## src/rtl/fd_pkg.sv

```systemverilog
// fd_pkg: opcode constants, FSM state type and source-usage decode for the fetch/decode register.
package fd_pkg;
  localparam logic [3:0] OP_LW  = 4'h8;
  localparam logic [3:0] OP_SW  = 4'h9;
  localparam logic [3:0] OP_LLB = 4'hA;
  localparam logic [3:0] OP_LHB = 4'hB;
  localparam logic [3:0] OP_HLT = 4'hF;
  localparam logic [15:0] NOP_INSTR = 16'h0000;
  typedef enum logic [1:0] {RUN, DRAIN, HALTED} fd_state_e;
  typedef struct packed {
    logic use_rs;
    logic use_rt;
    logic use_rd;
  } src_use_t;
  // rs=[7:4], rt=[3:0], rd=[11:8]; SW and LLB/LHB read the rd field as a source
  function automatic src_use_t src_use(input logic [3:0] op);
    src_use_t u;
    u.use_rs = !op[3] || op == OP_LW || op == OP_SW;
    u.use_rt = !op[3];
    u.use_rd = op == OP_SW || op == OP_LLB || op == OP_LHB;
    return u;
  endfunction
endpackage

```

## src/rtl/fd_hazard_detect.sv

```systemverilog
// fd_hazard_detect: combinational load-use compare of the decode instruction against the LW in execute.
module fd_hazard_detect
  import fd_pkg::*;
(
  input  logic [15:0] instr_i,
  input  logic        valid_i,
  input  logic        ex_mem_read_i,
  input  logic [3:0]  ex_dst_i,
  output logic        hazard_o
);
  src_use_t u;
  assign u = src_use(instr_i[15:12]);
  assign hazard_o = ex_mem_read_i && valid_i &&
                    ((u.use_rs && ex_dst_i == instr_i[7:4]) ||
                     (u.use_rt && ex_dst_i == instr_i[3:0]) ||
                     (u.use_rd && ex_dst_i == instr_i[11:8]));
endmodule

```

## src/rtl/fetch_decode_reg.sv

```systemverilog
// fetch_decode_reg: IF/ID register with load-use stall, flush squash and HLT drain FSM.
// Optional FD_PERF_CNT_EN builds saturating stall/flush counters; otherwise they read 0.
module fetch_decode_reg
  import fd_pkg::*;
#(
  parameter int HALT_DRAIN_CYCLES = 3
) (
  input  logic        clk,
  input  logic        rst,
  input  logic [15:0] instr_in,
  input  logic [15:0] pc_plus2_in,
  input  logic        instr_valid_in,
  input  logic        flush,
  input  logic        ex_mem_read,
  input  logic [3:0]  ex_dstReg,
  output logic [15:0] instr_out,
  output logic [15:0] pc_plus2_out,
  output logic        valid_out,
  output logic        stall_out,
  output logic        id_ex_bubble,
  output logic        halted,
  output logic [15:0] stall_cnt,
  output logic [15:0] flush_cnt
);
  localparam int CW = $clog2(HALT_DRAIN_CYCLES) + 1;
  logic [15:0] instr_q, pc_q;
  logic        valid_q, hazard, load_hlt;
  fd_state_e   state_q;
  logic [CW-1:0] cnt_q;
  fd_hazard_detect u_haz (
    .instr_i      (instr_q),
    .valid_i      (valid_q),
    .ex_mem_read_i(ex_mem_read),
    .ex_dst_i     (ex_dstReg),
    .hazard_o     (hazard)
  );
  assign id_ex_bubble = hazard && !flush;
  assign stall_out    = !flush && (hazard || state_q != RUN);
  assign load_hlt     = state_q == RUN && !flush && !hazard && instr_valid_in && instr_in[15:12] == OP_HLT;
  assign instr_out    = instr_q;
  assign pc_plus2_out = pc_q;
  assign valid_out    = valid_q;
  assign halted       = state_q == HALTED;
  always_ff @(posedge clk) begin
    if (rst) begin
      instr_q <= NOP_INSTR;
      pc_q    <= '0;
      valid_q <= 1'b0;
      state_q <= RUN;
      cnt_q   <= '0;
    end else begin
      if (flush || state_q != RUN) begin
        instr_q <= NOP_INSTR;
        pc_q    <= '0;
        valid_q <= 1'b0;
      end else if (!hazard) begin
        instr_q <= instr_valid_in ? instr_in : NOP_INSTR;
        pc_q    <= pc_plus2_in;
        valid_q <= instr_valid_in;
      end
      if (load_hlt) begin
        state_q <= DRAIN;
        cnt_q   <= CW'(HALT_DRAIN_CYCLES - 1);
      end else if (state_q == DRAIN) begin
        if (flush) begin
          state_q <= RUN;
          cnt_q   <= '0;
        end else if (cnt_q == '0) state_q <= HALTED;
        else cnt_q <= cnt_q - CW'(1);
      end
    end
  end
`ifdef FD_PERF_CNT_EN
  logic [15:0] stall_cnt_q, flush_cnt_q;
  always_ff @(posedge clk) begin
    if (rst) begin
      stall_cnt_q <= '0;
      flush_cnt_q <= '0;
    end else begin
      if (id_ex_bubble && stall_cnt_q != 16'hFFFF) stall_cnt_q <= stall_cnt_q + 16'd1;
      if (flush && flush_cnt_q != 16'hFFFF) flush_cnt_q <= flush_cnt_q + 16'd1;
    end
  end
  assign stall_cnt = stall_cnt_q;
  assign flush_cnt = flush_cnt_q;
`else
  assign stall_cnt = '0;
  assign flush_cnt = '0;
`endif
endmodule
```

## config.mk

```make
export PLATFORM = sky130hd
export DESIGN_NAME = fetch_decode_reg
export DESIGN_NICKNAME = d
export VERILOG_FILES = /design/src/rtl/fd_pkg.sv /design/src/rtl/fd_hazard_detect.sv /design/src/rtl/fetch_decode_reg.sv
export SDC_FILE = /design/constraint.sdc
export NUM_CORES = 1
export LEC_CHECK = 0
export BUFFER_PORTS_ARGS = -buffer_cell sky130_fd_sc_hd__buf_2
export CAP_MARGIN = 25
export CORE_AREA = 4 4 74 76
export CTS_CLUSTER_SIZE = 28
export DETAILED_ROUTE_END_ITERATION = 10
export DIE_AREA = 0 0 78 80
export PLACE_DENSITY_LB_ADDON = 0.25
export REMOVE_ABC_BUFFERS = 1
export SETUP_SLACK_MARGIN = 0.2
export SLEW_MARGIN = 20
export SYNTH_ARGS = -nofsm -noshare
export SYNTH_HDL_FRONTEND = slang
export SYNTH_HIERARCHICAL = 1
export SYNTH_SLANG_ARGS = --single-unit
```

## constraint.sdc

```tcl
create_clock -name clk -period 1.6 [get_ports clk]
set_input_delay 0.08 -clock clk [delete_from_list [all_inputs] [get_ports clk]]
set_output_delay 0.08 -clock clk [all_outputs]
set_load 0.01 [all_outputs]
```

==> impl_metrics.tcl, run 1 <==
set metrics [dict create \
    clk_latency_ns 0.29 \
    clk_path_buf_depth 2 \
    dp.cells 360 \
    gr-total-overflow 0 \
    gp_routability_congestion 0.775 \
    vias_per_cell 4.38 \
    p_switching_mw 0.517 \
    cp.arrival_ns 1.97 \
    pre_cts_slack_ns -0.432 \
    synth_ff_type "dfxtp_1" \
    firstDrtPassIters 4 \
    slew_violations 0 \
    dp_hpwl_mm 3.29 \
    cts_sinks 38 \
    cts_buffers 5 \
    clockRootBuffer "clkbuf_8" \
    seq_area_um2 763 \
    violations "setup timing" \
    die_x_um 78 \
    grt_max_degree 34 \
    seq_area_frac_synth_pct 41.0 \
    cts-htree-levels 2 \
    die_height_um 80 \
    io_buffers 76 \
    drt_iter0_drc 64 \
    area_growth_syn_to_layout_pct 44.7 \
    ys_warn_count 6 \
    rsz0062_at_grt "yes" \
    wl_per_cell_um 12.2 \
    layout-drive-gt1-share_pct 44.1 \
    fmax_mhz 559 \
    ir_worst_vdd_uv 456 \
    critPathLaunchType "flop" \
    skew_ns 0.00459 \
    cts_tree "done" \
    multiInputGateArea_um2 977 \
    crit_required_ns 1.78 \
    p_clk_share_pct 34.7 \
    netlist_area_um2 1850 \
    core-area_um2 4720 \
    grt.total_usage_pct 14.3 \
    maxCapViolCount 0 \
    drc 0 \
    final_cells 382 \
    vias 1673 \
    syn_area_per_cell_um2 9.09 \
    start_util_pct 39.3 \
    p_comb_share_pct 15.3 \
    antenna_found_initial 0 \
    fillers 435 \
    grt_pass1_wl_mm 7.12 \
    crit_path_end_kind "flop" \
    worst_slack_ns -0.189 \
    setup_violations 38 \
    ant_nets 0 \
    synth-edff-count 0 \
    hold_viol 0 \
    path_class "reg2reg" \
    period_needed_ns 1.79 \
    synthCells 204 \
    period_share_pct 112 \
    rows 25 \
    switching_share_pct 26.1 \
    post-route-util_pct 56.8 \
    outcome "complete, but fails checks" \
    antenna_cells 0 \
    hp-class "in2reg" \
    path_max_fanout 7 \
    postSynth.asyncResetShare_pct 0 \
    grt_pass1_vias 1537 \
    power.leakage_nw 1.32 \
    p_int_mw 1.47 \
    total_power_mw 1.98 \
    powerDensity_nw_per_um2 739 \
    drt-total-wl_mm 4.67 \
    ys_ff_latch 38 \
    clk_pin_slew_ns 0.07 \
    ioPinCount 109 \
    fp.dieArea_um2 6240 \
    nNetsFinal 357 \
    seq_power_share_pct 50.0 \
    yosys.cell_types.count 34 \
]
placed cells by master, fill, tap and decap left out, types with 3 or more instances in the layout:
master    Yosys  routed
a22oi_1      16      10
a22oi_2       0       6
buf_12        0       3
buf_2         3      76
buf_4        32      29
clkbuf_8      0       6
conb_1        1      32
dfxtp_1      38      36
inv_1         3       3
mux2i_1      16      16
nor2_1       41      39
nor2b_1       4       3
xnor2_1       4       4
xor2_1        8       7
final timing paths:
check / startpoint / end / slack [ns] / cells after the start
max reg2reg: instr_out[5] / pc_plus2_out[12] / -0.19 / 9
min: instr_in[2] / instr_out[2] / 0.01 / 3
max: instr_out[5] / pc_plus2_out[12] / -0.19 / 9
min reg2reg: pc_plus2_out[7] / pc_plus2_out[7] / 0.49 / 2
flip-flops by register name (all words and copies together) (netlist names):
| name | cells |
|---|---|
| instr_out | 16 |
| pc_plus2_out | 16 |
| cnt_q | 3 |
| state_q | 2 |
| valid_out | 1 |
logic make-up after synthesis:
logic type | share of synthesized area (%)
buffers and inverters | 17.4
adder cells (fa/ha/maj) | 1.35
other | 0.202
flip-flops | 41.0
AO/OA/AOI/OAI | 10.5
multiplexers | 8.64
AND/OR/NAND/NOR | 15.3
XOR/XNOR | 5.67
through the flow:
step	TNS (ns)	hold WS [ns]	cell area [um^2]
floorplan	-37.25	0.152	1660
global placement	-11.07	0.298	2310
detailed placement	-12.17	0.303	2320
CTS	-3.85	0.00298	2560
global route	-8.92	0.0151	2680
finish	-3.93	0.0127	2680
power groups by stage:
| stage | clock network, mW | logic (mW) | registers (mW) |
|---|---|---|---|
| after floorplan | 0 | 0.113 | 1.03 |
| after global placement | 0 | 0.260 | 1.01 |
| after detailed placement | 0 | 0.265 | 1.01 |
| after CTS | 0.717 | 0.291 | 0.991 |
| after global routing | 0.753 | 0.334 | 0.996 |
| final | 0.689 | 0.303 | 0.991 |
final cells by class:
cell class	count	area share (%)
Clock inverter	1	0.187
Sequential cell	38	28.5
Multi-Input combinational cell	152	36.4
Timing Repair Buffer	114	28.2
Tap cell	67	3.13
Clock buffer	7	3.22
Inverter	3	0.420
synthesized netlist by cell type (2+ instances only):
master | number | area [um^2]
inv_1 | 3 | 11.3
nor3_1 | 3 | 15.0
nor2b_1 | 4 | 25.0
clkbuf_1 | 3 | 11.3
nor4_1 | 2 | 12.5
a22oi_1 | 16 | 120
dfxtp_1 | 38 | 761
nor2_1 | 41 | 154
xnor2_1 | 4 | 35.0
o21ai_0 | 2 | 10.0
nand2_1 | 2 | 7.51
buf_6 | 4 | 45.0
xor2_1 | 8 | 70.1
a21oi_1 | 3 | 15.0
buf_2 | 3 | 15.0
buf_4 | 32 | 240
ha_1 | 2 | 25.0
nand3_1 | 3 | 15.0
mux2i_1 | 16 | 160
layer usage:
metal  wire, um  track usage (%)  up-vias
met3        426             4.97        4
met5          0                0        -
met4         55             5.59        0
met1       2000             17.3      750
met2       2180             23.5       80
li1           -                -      839
worst max-delay path, cell delays in order, from the launching register on:
cell and delay (ns):
dfxtp_1 0.33, xor2_1 0.17, nor4_1 0.30, nand3_1 0.13, nand3_2 0.11, buf_8 0.12
buf_4 0.15, clkbuf_16 0.15, mux2i_1 0.18, nor2_1 0.05
repair_timing:
item	in CTS	in global routing
hold endpoints to repair	2	0
gates cloned	0	3
resized for setup	17	9
hold buffers	1	0
buffers inserted	7	3
pin swaps	5	5
setup endpoints to repair	40	40
(Power assumes the default switching activity.)
==> run 2: changes to the inputs <==
==> constraint.sdc (replaced) <==
create_clock -name clk -period 1.6 [get_ports clk]
set_input_delay 0.32 -clock clk [delete_from_list [all_inputs] [get_ports clk]]
set_output_delay 0.32 -clock clk [all_outputs]
set_load 0.01 [all_outputs]
==> run 2 against run 1 <==
The flow still finishes with violations (setup timing); register-to-register slack worse by 0.21 ns; hold slack improved by 0.22 ns; critical path depth increased by 2; largest power group unchanged; largest cell class unchanged.
==> impl_metrics.tcl, run 2 (same netlist as run 1, synthesis figures left out) <==
set metrics [dict create \
    outcome "complete, but fails checks" \
    violations "setup timing" \
    start_util_pct 39.3 \
    fillers 417 \
    layout-drive-gt1-share_pct 46.9 \
    firstDrtPassIters 6 \
    area_growth_syn_to_layout_pct 50.0 \
    cts_sinks 38 \
    nNetsFinal 362 \
    min-delay-start "rst" \
    worstReg2RegStart "instr_out[11]" \
    crit_required_ns 1.83 \
    p_comb_share_pct 15.4 \
    crit_path_end_kind "flop" \
    seq_power_share_pct 50.6 \
    switching_share_pct 25.4 \
    post-route-util_pct 58.9 \
    grt_pass1_wl_mm 7.41 \
    ir_worst_vdd_uv 385 \
    multiInputGateArea_um2 970 \
    core-area_um2 4720 \
    die_x_um 78 \
    io_buffers 76 \
    clockRootBuffer "clkbuf_8" \
    worst_path_max_delay_cell "dfxtp_2" \
    p_clk_share_pct 34.1 \
    p_int_mw 1.46 \
    path_class "reg2reg" \
    clk_latency_ns 0.29 \
    period_share_pct 125 \
    rsz0062_at_grt "yes" \
    cp.arrival_ns 2.23 \
    grt.total_usage_pct 15.2 \
    cts_buffers 5 \
    r2r_end "state_q[1]" \
    gp_routability_congestion 0.735 \
    antenna_cells 0 \
    cts-htree-levels 2 \
    seq_area_um2 771 \
    holdPathEnd "state_q[0]" \
    period_needed_ns 2.00 \
    crit_top_cell "buf_6" \
    path_cells "xor2_1 -> nor4_1 -> o211ai_1 -> nand3_2 -> buf_6 -> buf_4 -> buf_6 -> nand3b_1 -> nor3_4 -> or2_4 -> nor2_1" \
    critPathLaunchType "flop" \
    drt_iter0_drc 48 \
    fmax_mhz 501 \
    vias 1735 \
    drc 0 \
    skew_ns 0.00725 \
    cts_tree "done" \
    final_cell_mix "buf_2, nor2_1, conb_1" \
    setup_violations 40 \
    gr-total-overflow 0 \
    pre_cts_slack_ns -0.515 \
    rows 25 \
    slew_violations 0 \
    hp-class "in2reg" \
    power.leakage_nw 1.36 \
    wl_per_cell_um 12.6 \
    hold_viol 0 \
    powerDensity_nw_per_um2 706 \
    drt-total-wl_mm 4.87 \
    ant_nets 0 \
    grt_pass1_vias 1593 \
    crit_start "instr_out[11]" \
    total_power_mw 1.96 \
    cp_slowest_stage_delay_ns 0.34 \
    mostFrequentLayoutCell "buf_2" \
    ioPinCount 109 \
    antenna_found_initial 0 \
    clk_path_buf_depth 2 \
    reg2reg_depth 11 \
    cts_hold_buf 0 \
    maxCapViolCount 0 \
    grt_max_degree 19 \
    die_height_um 80 \
    path_max_fanout 3 \
    r2r_setup_slack_ns -0.40 \
    worst_slack_ns -0.397 \
    clk_pin_slew_ns 0.08 \
    fp.dieArea_um2 6240 \
    hold_depth 2 \
    dp_hpwl_mm 3.32 \
    vias_per_cell 4.48 \
    p_switching_mw 0.498 \
]
## run 2: power by group through the flow
stage	Clock (mW)	Combinational [mW]	Sequential, mW
2_1_floorplan	0	0.113	1.03
3_3_place_gp	0	0.259	1.01
3_5_place_dp	0	0.265	1.01
4_1_cts	0.688	0.294	0.991
5_1_grt	0.733	0.330	0.997
6_report	0.668	0.302	0.992
## run 2: routing by layer
metal	wire length, um	global-route usage (%)
met4	127	5.59
met5	0	0
met3	556	5.53
met1	1900	17.5
met2	2280	25.8
## run 2: what timing repair did
action | CTS | global route
pin swaps | 8 | 10
setup buffers | 11 | 1
gates cloned | 4 | 0
endpoints found under the setup margin | 40 | 41
gates resized for setup | 29 | 13
## run 2: cell type report
class / count / area share, %
multi-input cells: 152 / 34.9
repair buffers: 119 / 30.7
flip-flops and latches: 38 / 27.7
clock buffers: 7 / 3.10
well taps: 67 / 3.01
inverters: 3 / 0.405
clock inverters: 1 / 0.180
## run 2: how the worst max path moves through the flow
stage | slack (ns) | to
3_3_place_gp | -0.55 | instr_out[8]
3_5_place_dp | -0.52 | cnt_q[0]
6_report | -0.40 | state_q[1]
4_1_cts | -0.40 | stall_out
2_1_floorplan | -1.27 | instr_out[10]
5_1_grt | -0.47 | stall_out
## run 2: critical path, delay by kind of cell, from the launching register on
family                    cells  cell delay, ns
and+or+nand+nor               6            1.03
DFF                           1            0.34
buffers and inverters         3            0.29
xor gates and xnor gates      1            0.15
AOI/OAI and AO/OA             1            0.15
## run 2: metrics by stage
step           TNS, ns  instance area [um^2]  hold slack (ns)  cells
2_1_floorplan   -37.73                  1660            0.392    193
3_3_place_gp    -14.66                  2320            0.471    362
3_5_place_dp    -11.93                  2330            0.483    363
4_1_cts          -8.06                  2730            0.232    386
5_1_grt         -12.02                  2780            0.225    387
6_report        -10.05                  2780            0.231    387
